[src/rtl/tx_packet_sequencer.sv]
// Buffers 16-bit beamformer samples and sends each one as a framed byte sequence to a UART stage.
// Optional build macro: TX_CHECKSUM_EN appends an XOR checksum byte to every frame.
module tx_packet_sequencer #(
  parameter logic [7:0] SYNC_BYTE       = 8'hA5,
  parameter int         FIFO_DEPTH      = 8,
  parameter int         ACK_TIMEOUT_CYC = 15
) (
  input  logic        i_clk,
  input  logic        i_rst_n,
  input  logic        i_in_valid,
  input  logic [15:0] i_in_data,
  output logic        o_in_ready,
  input  logic        i_tx_busy,
  output logic        o_tx_start,
  output logic [7:0]  o_tx_data,
  output logic [4:0]  o_fifo_level,
  output logic        o_overflow,
  output logic        o_ack_timeout,
  output logic        o_idle
);

  localparam int AW = (FIFO_DEPTH > 1) ? $clog2(FIFO_DEPTH) : 1;
  localparam int TW = (ACK_TIMEOUT_CYC > 1) ? $clog2(ACK_TIMEOUT_CYC) : 1;
  localparam logic [TW-1:0] TMO_LAST = TW'(ACK_TIMEOUT_CYC - 1);
`ifdef TX_CHECKSUM_EN
  localparam logic [1:0] LAST_IDX = 2'd3;
`else
  localparam logic [1:0] LAST_IDX = 2'd2;
`endif

  typedef enum logic [2:0] {
    ST_IDLE    = 3'd0,
    ST_LOAD    = 3'd1,
    ST_SEND    = 3'd2,
    ST_WAIT_HI = 3'd3,
    ST_WAIT_LO = 3'd4
  } state_t;

  state_t          r_state;
  logic [15:0]     r_mem [FIFO_DEPTH];
  logic [AW-1:0]   r_wr_ptr;
  logic [AW-1:0]   r_rd_ptr;
  logic [4:0]      r_level;
  logic [15:0]     r_frame;
  logic [1:0]      r_idx;
  logic [TW-1:0]   r_tmo_cnt;
  logic            r_tx_start;
  logic [7:0]      r_tx_data;
  logic            r_overflow;
  logic            r_ack_timeout;

  logic            w_full;
  logic            w_push;
  logic            w_pop;

`ifdef TX_CHECKSUM_EN
  function automatic logic [7:0] f_checksum(input logic [15:0] frame);
    return SYNC_BYTE ^ frame[15:8] ^ frame[7:0];
  endfunction
`endif

  function automatic logic [7:0] f_frame_byte(input logic [15:0] frame, input logic [1:0] idx);
    logic [7:0] b;
    case (idx)
      2'd0:    b = SYNC_BYTE;
      2'd1:    b = frame[15:8];
      2'd2:    b = frame[7:0];
`ifdef TX_CHECKSUM_EN
      2'd3:    b = f_checksum(frame);
`endif
      default: b = 8'h00;
    endcase
    return b;
  endfunction

  assign w_full = (r_level == 5'(FIFO_DEPTH));
  assign w_push = i_in_valid && !w_full;
  // Only the LOAD state pops, and it is entered only with a non-empty buffer.
  assign w_pop  = (r_state == ST_LOAD);

  // Sample storage; contents are don't-care until written, so no reset.
  always_ff @(posedge i_clk) begin
    if (w_push) begin
      r_mem[r_wr_ptr] <= i_in_data;
    end
  end

  // Buffer pointers, fill level and sticky overflow flag.
  always_ff @(posedge i_clk or negedge i_rst_n) begin
    if (!i_rst_n) begin
      r_wr_ptr   <= '0;
      r_rd_ptr   <= '0;
      r_level    <= 5'd0;
      r_overflow <= 1'b0;
    end else begin
      if (w_push) r_wr_ptr <= r_wr_ptr + AW'(1);
      if (w_pop)  r_rd_ptr <= r_rd_ptr + AW'(1);
      case ({w_push, w_pop})
        2'b10:   r_level <= r_level + 5'd1;
        2'b01:   r_level <= r_level - 5'd1;
        default: r_level <= r_level;
      endcase
      if (i_in_valid && w_full) r_overflow <= 1'b1;
    end
  end

  // Frame sequencing FSM with registered UART handshake outputs.
  always_ff @(posedge i_clk or negedge i_rst_n) begin
    if (!i_rst_n) begin
      r_state       <= ST_IDLE;
      r_frame       <= 16'h0000;
      r_idx         <= 2'd0;
      r_tmo_cnt     <= '0;
      r_tx_start    <= 1'b0;
      r_tx_data     <= 8'h00;
      r_ack_timeout <= 1'b0;
    end else begin
      r_tx_start <= 1'b0;
      case (r_state)
        ST_IDLE: begin
          if ((r_level != 5'd0) && !i_tx_busy) r_state <= ST_LOAD;
        end
        ST_LOAD: begin
          r_frame    <= r_mem[r_rd_ptr];
          r_idx      <= 2'd0;
          r_tx_data  <= SYNC_BYTE;
          r_tx_start <= 1'b1;
          r_state    <= ST_SEND;
        end
        ST_SEND: begin
          r_tmo_cnt <= '0;
          r_state   <= ST_WAIT_HI;
        end
        ST_WAIT_HI: begin
          // A missing busy acknowledge counts the byte as sent.
          if (i_tx_busy) begin
            r_state <= ST_WAIT_LO;
          end else if (r_tmo_cnt == TMO_LAST) begin
            r_ack_timeout <= 1'b1;
            r_state       <= ST_WAIT_LO;
          end else begin
            r_tmo_cnt <= r_tmo_cnt + TW'(1);
          end
        end
        ST_WAIT_LO: begin
          if (!i_tx_busy) begin
            if (r_idx == LAST_IDX) begin
              r_state <= ST_IDLE;
            end else begin
              r_idx      <= r_idx + 2'd1;
              r_tx_data  <= f_frame_byte(r_frame, r_idx + 2'd1);
              r_tx_start <= 1'b1;
              r_state    <= ST_SEND;
            end
          end
        end
        default: r_state <= ST_IDLE;
      endcase
    end
  end

  assign o_in_ready    = (r_level < 5'(FIFO_DEPTH));
  assign o_tx_start    = r_tx_start;
  assign o_tx_data     = r_tx_data;
  assign o_fifo_level  = r_level;
  assign o_overflow    = r_overflow;
  assign o_ack_timeout = r_ack_timeout;
  assign o_idle        = (r_state == ST_IDLE) && (r_level == 5'd0);

endmodule

[config.mk]
export PLATFORM = sky130hd
export DESIGN_NAME = tx_packet_sequencer
export DESIGN_NICKNAME = d
export VERILOG_FILES = /design/src/rtl/tx_packet_sequencer.sv
export SDC_FILE = /design/constraint.sdc
export NUM_CORES = 1
export LEC_CHECK = 0
export ABC_AREA = 1
export CORE_AREA = 3 3 140 142
export DETAILED_ROUTE_END_ITERATION = 7
export DIE_AREA = 0 0 143 145
export PLACE_DENSITY = 0.62
export SLEW_MARGIN = 20
export SYNTH_ARGS = -nofsm -noshare
export SYNTH_HDL_FRONTEND = slang
export SYNTH_SLANG_ARGS = --single-unit
[constraint.sdc]
create_clock -name i_clk -period 3.92 [get_ports i_clk]
set_clock_uncertainty 0.1 [all_clocks]
set_input_delay 0.98 -clock i_clk [delete_from_list [all_inputs] [get_ports i_clk]]
set_output_delay 0.98 -clock i_clk [all_outputs]
set_load 0.02 [all_outputs]
==> results by group, run 1 <==
STA
  • Fin crit share: 0.778
  • Fin. max-slew vios: 0
  • Slew margin rel.: 0.371
  • Slew @ Worst Pin: ~0.94 ns
  • RSZ-0062 raised after global routing: false
  • Setup TNS: 0 ns
  • Fmax: 328 MHz
  • Final setup viols: 0
  • Period minus WS final: 3.05 ns
  • Final hold slack: 0.375 ns
  • Hold Fails Final Rpt: 0

Power and ir drop
  • Power per cell area: 779 mW/mm^2
  • VDD IR-drop max: about 320 uV
  • Leak: about 3.3 nW

Placed design
  • GPL Wtd Cong: between 0.8 and 0.9
  • Dpl cell area: 0.00795 mm^2
  • DP HPWL: about 9300 um
  • Port Buf Inserts: 37

Clock network
  • Worst-Skew Late Latency: ~0.42 ns
  • Clock buffer depth: 2
  • CTS tree: built
  • Cts hold-fix bufs: 0
  • CTS Buf Count: 17
  • H-tree levels: 4
  • CTS clk-pin slew, worst paths: 0.06 ns
  • PostCTS Resize Cnt: 0
  • Setup repair bufs after CTS: 0
  • # clock sinks: between 150 and 200
  • Root Driver: clkbuf_16

Layout
  • Commonest cells after routing, fill and taps aside: nor2_1 (146), edfxtp_1 (128), nand2_1 (97)
  • ANT cells: 0
  • Share of layout cells above drive strength 1: 0.0794
  • Final #Nets: 735
  • Synth-to-layout area growth: 16.5%
  • Commonest non-fill, non-tap cell in the layout: nor2_1
  • Final Cell Area: 0.00855 mm^2

Floorplan
  • Die footprint: between 0.02 and 0.025 mm^2
  • Initial Util: 0.395
  • Core Region: around 0.019 mm^2
  • Die Ht: roughly 150 um
  • IO Count: 38
  • Die W: 143 um
  • Rows: 50

Setup path
  • Max incr delay on CP: 0.59 ns
  • Arr. time, crit path: 1.97 ns
  • CP Data Required Time: roughly 2.8 ns
  • Crit end category: output port
  • Crit path depth: 4
  • Buffers & Inverters on Critical Path: 2
  • Crit-path cells: nor2_1 -> nand4_1 -> inv_1 -> clkdlybuf4s50_1
  • Critical path launch point: r_state[2]
  • Top Family by Delay on Critical Path: buffers and inverters
  • Crit Path Class: register to output port
  • Worst r2r dst: o_fifo_level[4]
  • Worst setup endpoint: o_idle
  • Crit Path Max Fanout: 4
  • Setup crit start kind: register
  • Critical path's slowest cell: clkdlybuf4s50_1
  • Reg-to-Reg Start: r_state[2]
  • R2R depth: 14
  • R2R setup slack: roughly 1.6 ns

Routing
  • Vias: roughly 4800
  • Initial DRC count: 332
  • DRC violations left: 0
  • Via-to-Cell Ratio: approximately 5.1
  • Routed wire length: between 15000 and 20000 um
  • DRT Pass-1 Iters: 5
  • Post-route ant nets: 0
  • Wire per inst: approximately 16 um

Worst hold path
  • Hold Startpoint: o_ack_timeout
  • Hold Crit Class: register to register

GRT
  • GRT Total Usage: 0.156
  • Wire length of the first global-routing pass: about 25000 um
  • Grt total ovfl: 0
  • Vias in the first global route: just under 5000
  • Largest net degree at the start of global routing: 66
  • Initial antenna violation count: 0

Yosys
  • Post-synthesis cell count: roughly 670
  • Seq/Total Area, Yosys: 0.684
  • Warnings, synthesis: 0
  • Flops & latches, synth: 175
  • Avg Inst Size Synth: between 10 and 15 um^2
  • Cell variety after synth: 29
  • Post-synthesis net count: roughly 700
  • Mapped cell area: approximately 0.0073 mm^2

Job
  • Maxcap violations: 0

Status
  • Status: finished clean
[cell families (layout without fill, tap and decap cells)]
kind of cell / count (synthesis) / in the layout / synth area share
compound gates: 87 / 87 / 0.0641
xor+xnor: 7 / 7 / 0.00836
fa+ha+maj: 10 / 10 / 0.0171
buf+inv: 59 / 110 / 0.0338
flops: 175 / 175 / 0.684
simple gates: 329 / 329 / 0.192
[how the worst min path moves through the flow]
stage                    end  depth (start not counted)
2_1_floorplan     r_frame[7]                          2
3_3_place_gp      o_overflow                          1
3_5_place_dp   o_ack_timeout                          1
4_1_cts        o_ack_timeout                          1
5_1_grt        o_ack_timeout                          1
6_report       o_ack_timeout                          1
[routing by layer]
metal,GRT usage,up-vias,share of wire
li1,-,2359,-
met1,0.197,2336,0.43
met2,0.266,134,0.51
met3,0.0415,17,0.053
met4,0.0399,0,0.010
met5,0,-,0
[Yosys cell counts, drive strengths merged]
cell type,n,area (um^2)
o21bai,2,15.0
or2,1,6.26
clkbuf,12,45.0
a21oi,3,15.0
o21ai,74,370
inv,26,97.6
nand3b,2,15.0
a22o,8,70.1
nand2,100,398
nor2,149,586
nand4,2,12.5
edfxtp,128,3840
nand3,75,393
ha,10,125
clkinv,1,3.75
dfrtp,47,1180
xor2,4,35.0
xnor2,3,26.3
buf,20,101
[state kept, by name (all words and copies together) (netlist names), 3 cells and up]
| name | flops |
|---|---|
| o_fifo_level | 5 |
| r_state | 3 |
| r_wr_ptr | 3 |
| r_mem | 128 |
| r_rd_ptr | 3 |
| r_tmo_cnt | 4 |
| o_tx_data | 8 |
| r_frame | 16 |
[per-stage QoR]
step	utilization	total power (W)	setup WS [ns]	cells
finish	0.460	0.00665	0.870	952
global route	0.460	0.00713	0.751	952
CTS	0.460	0.00671	0.855	952
detailed placement	0.428	0.00500	0.880	920
global placement	0.428	0.00491	0.949	920
floorplan	-	0.00427	1.32	667
[report_power, final]
part	total [W]	leakage (nW)	internal, W	switching, W
Sequential	0.00261	1.75	0.00240	0.000206
Combinational	0.00235	1.29	0.000802	0.00155
Clock	0.00169	0.286	0.00101	0.000686
Total	0.00665	3.33	0.00421	0.00245
[final cells by class]
type | instances | area (um^2)
clock buffer | 19 | 433
clock inverter | 13 | 160
fill | 1679 | 10000
inverter | 27 | 101
multi-input combinational | 433 | 2070
sequential | 175 | 5020
tap | 234 | 293
timing repair buffer | 51 | 470
Note: power is estimated with default switching activity, not from simulation.
==> inputs of run 2 (changes only) <==
--- a/config.mk
+++ b/config.mk
@@ -9,7 +9,7 @@
 export CORE_AREA = 3 3 140 142
 export DETAILED_ROUTE_END_ITERATION = 7
 export DIE_AREA = 0 0 143 145
-export PLACE_DENSITY = 0.62
+export PLACE_DENSITY = 0.64
 export SLEW_MARGIN = 20
 export SYNTH_ARGS = -nofsm -noshare
 export SYNTH_HDL_FRONTEND = slang
==> constraint.sdc (replaced) <==
create_clock -name i_clk -period 2.7 [get_ports i_clk]
set_clock_uncertainty 0.1 [all_clocks]
set_input_delay 0.675 -clock i_clk [delete_from_list [all_inputs] [get_ports i_clk]]
set_output_delay 0.675 -clock i_clk [all_outputs]
set_load 0.02 [all_outputs]
==> results by group, run 2 (synthesis gave the netlist of run 1 again) <==
Routing
  • Post-route ant nets: 0 (unchanged)
  • Wire per inst: 16.3 um (+0.13%)
  • Routed wire length: 15600 um (+0.45%)
  • Vias: 4876 (+0.62%)
  • Initial DRC count: 442 (+33%)
  • Via-to-Cell Ratio: 5.11 (+0.30%)
  • DRC violations left: 0 (unchanged)
  • DRT Pass-1 Iters: 4 (-1)

STA
  • Slew margin rel.: 0.393 (+0.0216)
  • Fmax: around 410 MHz
  • Setup TNS: 0 ns (unchanged)
  • Period minus WS final: about 2.5 ns
  • Fin crit share: 0.907
  • Final setup viols: 0 (unchanged)
  • Final hold slack: 0.130 ns (-0.245 ns)
  • Final WS setup: 0.250 ns (-0.620 ns)
  • RSZ-0062 raised after global routing: false
  • Slew @ Worst Pin: 0.910 ns (-0.0324 ns)
  • Hold Fails Final Rpt: 0 (unchanged)
  • Fin. max-slew vios: 0 (unchanged)

Layout
  • Fill cell count: 1630 (-2.9%)
  • Commonest non-fill, non-tap cell in the layout: nor2_1
  • Footprint of the multi-input gates: 0.00207 mm^2 (unchanged)
  • Sequential Area: 0.00502 mm^2 (unchanged)
  • Commonest cells after routing, fill and taps aside: nor2_1 (146), edfxtp_1 (128), nand2_1 (97)
  • Max FFs per register: 128 (unchanged)
  • Final #Nets: 739 (+0.54%)
  • Biggest register: r_mem
  • Share of layout cells above drive strength 1: 0.0818 (+0.00244)
  • Synth-to-layout area growth: 18.3%
  • ANT cells: 0 (unchanged)

Power and ir drop
  • VDD IR-drop max: 476 uV (+47%)
  • Leak: 3.37 nW (+1.4%)
  • Final Power: 0.00974 W (+46%)
  • Power per cell area: 1120 mW/mm^2 (+44%)

Clock network
  • PostCTS Resize Cnt: 1 (+1)
  • Root Driver: clkbuf_16
  • H-tree levels: 4 (unchanged)
  • CTS tree: built
  • # clock sinks: 175 (unchanged)
  • CTS clk-pin slew, worst paths: 0.06 ns (about the same)
  • Cts hold-fix bufs: 0 (unchanged)
  • Clock buffer depth: 2 (unchanged)
  • CTS Buf Count: 17 (unchanged)
  • Setup repair bufs after CTS: 0 (unchanged)
  • Worst-Skew Late Latency: 0.43 ns (about the same)

GRT
  • Initial antenna violation count: 0 (unchanged)
  • Grt total ovfl: 0 (unchanged)
  • GRT Total Usage: 0.155 (-0.000817)
  • Largest net degree at the start of global routing: 66 (unchanged)
  • Vias in the first global route: 4821 (-0.82%)
  • Wire length of the first global-routing pass: 25100 um (+0.11%)

Setup path
  • Reg-to-Reg Start: o_fifo_level[0]
  • Setup crit start kind: register
  • R2R setup slack: 0.39 ns (-1.16 ns)
  • CP Data Required Time: 1.92 ns (-0.92 ns)
  • Worst r2r dst: o_fifo_level[4]
  • Arr. time, crit path: 1.68 ns (-0.29 ns)
  • Crit Path Class: register to output port
  • Crit end category: output port
  • R2R depth: 14 (unchanged)
  • Crit Path Max Fanout: 4 (unchanged)

Worst hold path
  • Hold Crit Class: input pin to asynchronous set/reset pin

Floorplan
  • Rows: 50 (unchanged)
  • Core Region: 0.0186 mm^2 (unchanged)
  • Initial Util: 0.395 (unchanged)
  • Die Ht: 145 um (unchanged)
  • Die W: 143 um (unchanged)
  • Die footprint: 0.0207 mm^2 (unchanged)
  • IO Count: 38 (unchanged)

Job
  • Maxcap violations: 0 (unchanged)

Placed design
  • Worst slack, placed: 0.0325 ns (-0.848 ns)
  • Port Buf Inserts: 37 (unchanged)
  • GPL Wtd Cong: 0.884 (+10%)
  • DP HPWL: 10100 um (+9.0%)

Status
  • Status: finished clean
==> run 2: cell count changes in the layout (fill, tap and decap cells not counted), moves of 2 or more <==
cell	previous run	this run
clkinv_2	2	0
clkinv_4	1	3
buf_12	0	8
inv_6	4	2
buf_4	14	10
==> run 2: critical path, stage by stage (launching register included) <==
cell and delay, ns:
dfrtp_1 0.47, nor2_1 0.21, nand4_1 0.17, inv_1 0.08, dlygate4sd2_1 0.33
==> run 2: stage by stage <==
stage / cells / utilization / instance area (um^2)
after floorplan: 667 / - / 7330
after global placement: 924 / 0.435 / 8080
after detailed placement: 924 / 0.435 / 8080
after CTS: 955 / 0.467 / 8670
after global routing: 955 / 0.467 / 8670
final: 955 / 0.467 / 8670
==> run 2: layout make-up <==
type | count | area share
inverters | 27 | 0.0117
repair buffers | 55 | 0.0691
clock inverters | 12 | 0.0185
multi-input cells | 433 | 0.238
clock buffers | 19 | 0.0499
flip-flops and latches | 175 | 0.579
well taps | 234 | 0.0338
==> run 2: how the worst max path moves through the flow <==
stage               startpoint               to  slack [ns]  cells past startpoint
6_report            r_state[2]           o_idle        0.25                      4
3_3_place_gp        i_in_valid  o_fifo_level[4]        0.09                     14
4_1_cts        o_fifo_level[4]       o_in_ready        0.24                      2
3_5_place_dp        i_in_valid  o_fifo_level[4]        0.03                     14
2_1_floorplan  o_fifo_level[0]      r_mem[4][0]        0.39                      5
5_1_grt             r_state[2]           o_idle        0.16                      4
==> run 2: routing by layer <==
layer,track usage,routed length (um)
met5,0,0
met4,0.0433,165
met3,0.0379,831
met1,0.213,7130
met2,0.246,7430
==> run 2: power by group <==
group | internal [W] | switching, W | total [W]
combinational | 0.00124 | 0.00225 | 0.00349
sequential | 0.00348 | 0.000302 | 0.00379
clock | 0.00146 | 0.00100 | 0.00246
total | 0.00619 | 0.00355 | 0.00974
